[src/rtl/prog_clock_divider.sv]
// Runtime-programmable clock divider. Supports odd divisors, divisor updates
// that take effect only at a period boundary, a glitch-free stop, and edge strobes.
module prog_clock_divider #(
  parameter int unsigned CNT_WIDTH   = 16,
  parameter int unsigned DEFAULT_DIV = 10
) (
  input  logic                 i_clk,
  input  logic                 i_rst,
  input  logic                 i_en,
  input  logic [CNT_WIDTH-1:0] i_div,
  input  logic                 i_div_load,
  output logic                 o_div_ack,
  output logic                 o_clk,
  output logic                 o_rise,
  output logic                 o_fall,
  output logic                 o_active
);

  typedef enum logic [1:0] {
    IDLE,
    RUN,
    STOPPING
  } state_t;

  localparam logic [CNT_WIDTH-1:0] DIV_RESET = CNT_WIDTH'(DEFAULT_DIV);
  localparam logic [CNT_WIDTH-1:0] DIV_MIN   = CNT_WIDTH'(2);

  state_t               state;
  logic [CNT_WIDTH-1:0] cnt;
  logic [CNT_WIDTH-1:0] div;
  logic [CNT_WIDTH-1:0] pend_div;
  logic                 pend_flag;

  logic [CNT_WIDTH-1:0] div_clamped;
  logic [CNT_WIDTH-1:0] div_eff;
  logic [CNT_WIDTH-1:0] cnt_next;
  logic                 at_boundary;
  logic                 apply_pend;
  logic                 clk_next;

  // NOTE: every always_comb output gets a value before any branch, so no latch is inferred.
  always_comb begin
    div_clamped = (i_div < DIV_MIN) ? DIV_MIN : i_div;
    at_boundary = (state != IDLE) && (cnt == div - 1'b1);
    // A pending divisor lands at the wrap edge while running, or at the very next edge when idle.
    apply_pend  = pend_flag && ((state == IDLE) || at_boundary);
    div_eff     = apply_pend ? pend_div : div;
    cnt_next    = ((state == IDLE) || at_boundary) ? '0 : cnt + 1'b1;
    clk_next    = (cnt_next >= (div_eff >> 1));
  end

  // NOTE: sequential state uses non-blocking assignments only, so every register sees pre-edge values.
  always_ff @(posedge i_clk) begin
    if (i_rst) begin
      state     <= IDLE;
      cnt       <= '0;
      div       <= DIV_RESET;
      pend_div  <= DIV_RESET;
      pend_flag <= 1'b0;
      o_clk     <= 1'b0;
      o_rise    <= 1'b0;
      o_fall    <= 1'b0;
      o_div_ack <= 1'b0;
      o_active  <= 1'b0;
    end else begin
      cnt       <= cnt_next;
      o_clk     <= clk_next;
      o_rise    <= ~o_clk & clk_next;
      o_fall    <= o_clk & ~clk_next;
      o_div_ack <= apply_pend;

      if (apply_pend) div <= pend_div;

      // A load coinciding with an application is kept pending for the next boundary.
      if (i_div_load) begin
        pend_div  <= div_clamped;
        pend_flag <= 1'b1;
      end else if (apply_pend) begin
        pend_flag <= 1'b0;
      end

      case (state)
        IDLE: begin
          if (i_en) begin
            state    <= RUN;
            o_active <= 1'b1;
          end
        end
        RUN, STOPPING: begin
          if (i_en) begin
            state <= RUN;
          end else if (at_boundary) begin
            state    <= IDLE;
            o_active <= 1'b0;
          end else begin
            state <= STOPPING;
          end
        end
        default: begin
          state    <= IDLE;
          o_active <= 1'b0;
        end
      endcase
    end
  end

endmodule
[config.mk]
export PLATFORM = sky130hd
export DESIGN_NAME = prog_clock_divider
export DESIGN_NICKNAME = d
export VERILOG_FILES = /design/src/rtl/prog_clock_divider.sv
export SDC_FILE = /design/constraint.sdc
export NUM_CORES = 1
export LEC_CHECK = 0
export CORE_MARGIN = 4
export CORE_UTILIZATION = 50
export CTS_CLUSTER_DIAMETER = 100
export CTS_CLUSTER_SIZE = 20
export DETAILED_ROUTE_END_ITERATION = 8
export PLACE_DENSITY_LB_ADDON = 0.08
export SETUP_SLACK_MARGIN = 0.5
export SYNTH_ARGS = -nofsm -noshare
export SYNTH_HDL_FRONTEND = slang
export SYNTH_SLANG_ARGS = --single-unit
export TNS_END_PERCENT = 1
[constraint.sdc]
create_clock -name i_clk -period 10.61 [get_ports i_clk]
set_input_delay 1.061 -clock i_clk [delete_from_list [all_inputs] [get_ports i_clk]]
set_output_delay 1.061 -clock i_clk [all_outputs]
set_load 0.05 [all_outputs]
==> impl_metrics.tcl <==
set metrics [dict create \
    cpLargestDelayFamily "compound AO/OA/AOI/OAI gates" \
    power.density_mw_per_mm2 112 \
    finish.net_count 445 \
    place.port_buffers 24 \
    vias_in_the_first_global_route 2591 \
    timing.hold.worst_path_depth 1 \
    reg2reg_from "div[0]" \
    synth_flop_cell "dfxtp_1" \
    gp_congestion 0.892 \
    critPathMaxStageDelay_ns 0.49 \
    max_clock_freq_mhz 212 \
    initial_core_util 0.527 \
    worst_ep_required_time_ns 10.88 \
    grtUsageMet2 0.297 \
    global_route_wire_length_before_repair_um 13000 \
    layout_worst_path_cycle_share 0.445 \
    tightestPinTransition_ns 0.928 \
    synth_area_mm2 0.00344 \
    violation_count_after_the_first_detailed_route_iteration 111 \
    worst_ep_arrival_time_ns 4.99 \
    numClockSinks 56 \
    detailedRoute.firstPassIterationCount 4 \
    cts_tree "done" \
    min_from "o_clk" \
    slowest_cell_on_the_critical_path "or4b_1" \
    via_count 2794 \
    cts_hold_buffers 0 \
    worst-path-stages 18 \
    insertedDiodeCount 0 \
    groute.usage.overall 0.192 \
    wl_per_cell_um 16.0 \
    ioPinCount 25 \
    place_worst_setup_slack_ns 5.89 \
    via_density_per_instance 5.77 \
    cts-root-to-sink-buffers 2 \
    synth_cell_types 57 \
    root_buffer "clkbuf_8" \
    grt_start_max_net_pins 41 \
    final_layout_size_suffix_gt1_frac 0.0516 \
    status "complete, no violations" \
    area.growth.synth_to_final_pct 9.01 \
    clk_latency_ns 0.32 \
    grt_busiest_layer "met2" \
    grt.overflow.total 0 \
    leakage_uw 0.00141 \
    dieWidth_um 91 \
    antenna_found_initial 0 \
    critical_path_buf_inv_count 2 \
    timing.setup.tns_ns 0 \
    seq_area_frac_synth 0.325 \
    yosysWarningCount 0 \
    core-area_mm2 0.00653 \
    relSlewSlack 0.380 \
    post_dp_cell_area_mm2 0.00366 \
    max_cap_viol 0 \
    final_cell_mix "dfxtp_1, mux2i_1, nor2_1, nand2_1, nor3_1" \
    route.antenna.remaining_nets 0 \
    count_of_instances_resized_after_the_clock_tree_is_built 0 \
    slew_viols_final 0 \
    floorplan.die.height_um 91 \
    finish.instance_area_mm2 0.00375 \
    worst_case_setup_margin_in_the_final_layout_ns 5.89 \
    gr-usage-met1 0.277 \
    h-tree-depth 2 \
    path_cells "inv_1, ha_1, or4b_1, nor3_1, o2111ai_1, a2111oi_2, nand3b_1, o21ai_4, buf_4, mux2_1, ha_1, nand2b_1, a21o_1, a21o_1, a21oi_1, nor2_1, o32ai_1, and4_1" \
    dieArea_mm2 0.00828 \
    timing_hold_violations_final 0 \
    worst_setup_path_startpoint "div[0]" \
    timing.critical_path.from_type "flop" \
    count_of_flip_flops_with_a_built_in_enable_after_synthesis 0 \
    netlist_instances 398 \
    route.detailed.drc 0 \
    ir_worst_vdd_mv 0.0601 \
    layout_commonest_cell "dfxtp_1" \
    std_cell_rows 29 \
    worst-r2r-cell-count 18 \
    synth.net_count 437 \
    wl_um 7750 \
    hold_slack_final_ns 0.462 \
    synth_async_sr_flop_share 0 \
    synth.avg_cell_area_um2 8.65 \
    min-delay-path-class "reg -> reg" \
    clk_pin_slew_ns 0.11 \
    end_kind "flop" \
    setup_repair_after_global_routing_missed_its_margin "no" \
    worstPathMaxFanout 32 \
    setup_viol 0 \
    number_of_fill_cells_in_the_layout 618 \
    postSynthRegisterBits 56 \
    grtUsageMet3 0.0273 \
    cts_post_setup_buffers_inserted 0 \
    worst_clock_skew_ns 0.0102 \
    clock_buffers_created_by_tritoncts 5 \
    hpwl_um 5850 \
    worstSetupPathType "reg -> reg" \
    layout_min_cycle_time_ns 4.72 \
]
registers in the layout, summed over array words and instances (netlist names):
name	count
cnt	16
o_clk	1
pend_div	16
state	2
pend_flag	1
div	16
o_div_ack	1
o_fall	1
o_rise	1
o_active	1
path summary, 6_finish.rpt:
check / endpoint / slack, ns
setup / recovery: o_fall / 5.89
hold / removal: o_rise / 0.46
setup reg to reg: o_fall / 5.89
hold reg to reg: o_rise / 0.46
synthesized netlist by cell type (all sizes together), types with 2 or more instances:
cell / instances / area (µm²)
a211oi: 3 / 22.5
a21o: 2 / 15.0
a21oi: 8 / 40.0
and2: 2 / 12.5
and3: 6 / 37.5
and4: 4 / 35.0
buf: 14 / 97.6
clkbuf: 12 / 45.0
dfxtp: 56 / 1120
ha: 19 / 238
inv: 11 / 41.3
mux2: 2 / 22.5
mux2i: 46 / 460
nand2: 41 / 154
nand2b: 3 / 18.8
nand3: 8 / 40.0
nand3b: 3 / 22.5
nand4: 8 / 50.1
nand4b: 2 / 17.5
nor2: 43 / 161
nor2b: 3 / 18.8
nor3: 27 / 151
nor4: 9 / 56.3
o2111ai: 4 / 35.0
o21a: 3 / 22.5
o21ai: 7 / 46.3
o32ai: 2 / 17.5
or4: 2 / 18.8
xnor2: 14 / 123
xor2: 16 / 140
routing by layer:
layer / part of all wire / vias up
met2: 0.44 / 53
met5: 0 / -
met1: 0.50 / 1298
met4: 0.020 / 0
li1: - / 1429
met3: 0.035 / 14
cells by family after synthesis:
| kind of cell | Yosys count | synth area share |
|---|---|---|
| AND/OR/NAND/NOR | 165 | 0.240 |
| flip-flops | 56 | 0.325 |
| multiplexers | 48 | 0.140 |
| AO/OA/AOI/OAI | 42 | 0.0948 |
| buffers and inverters | 38 | 0.0545 |
| XOR/XNOR | 30 | 0.0763 |
| adder cells (fa/ha/maj) | 19 | 0.0690 |
stage by stage:
step                cells  power, µW  utilization
floorplan             398        284            -
global placement      476        303        0.561
detailed placement    476        304        0.561
CTS                   484        427        0.575
global route          484        444        0.575
finish                484        422        0.575
area by class of cell:
| type | count | area, µm² | share of cell area |
|---|---|---|---|
| clock buffers | 5 | 68.8 | 0.0183 |
| clock inverters | 3 | 25.0 | 0.00666 |
| flip-flops and latches | 56 | 1120 | 0.299 |
| repair buffers | 27 | 263 | 0.0700 |
| well taps | 77 | 96.3 | 0.0257 |
| inverters | 12 | 45.0 | 0.0120 |
| multi-input cells | 304 | 2140 | 0.569 |
power breakdown:
| group | switching, µW | internal [µW] |
|---|---|---|
| registers | 9.09 | 218 |
| clock network | 74.6 | 48.3 |
| logic | 39.8 | 32.6 |
| total | 124 | 299 |
Power figures use the tool's default switching activity.
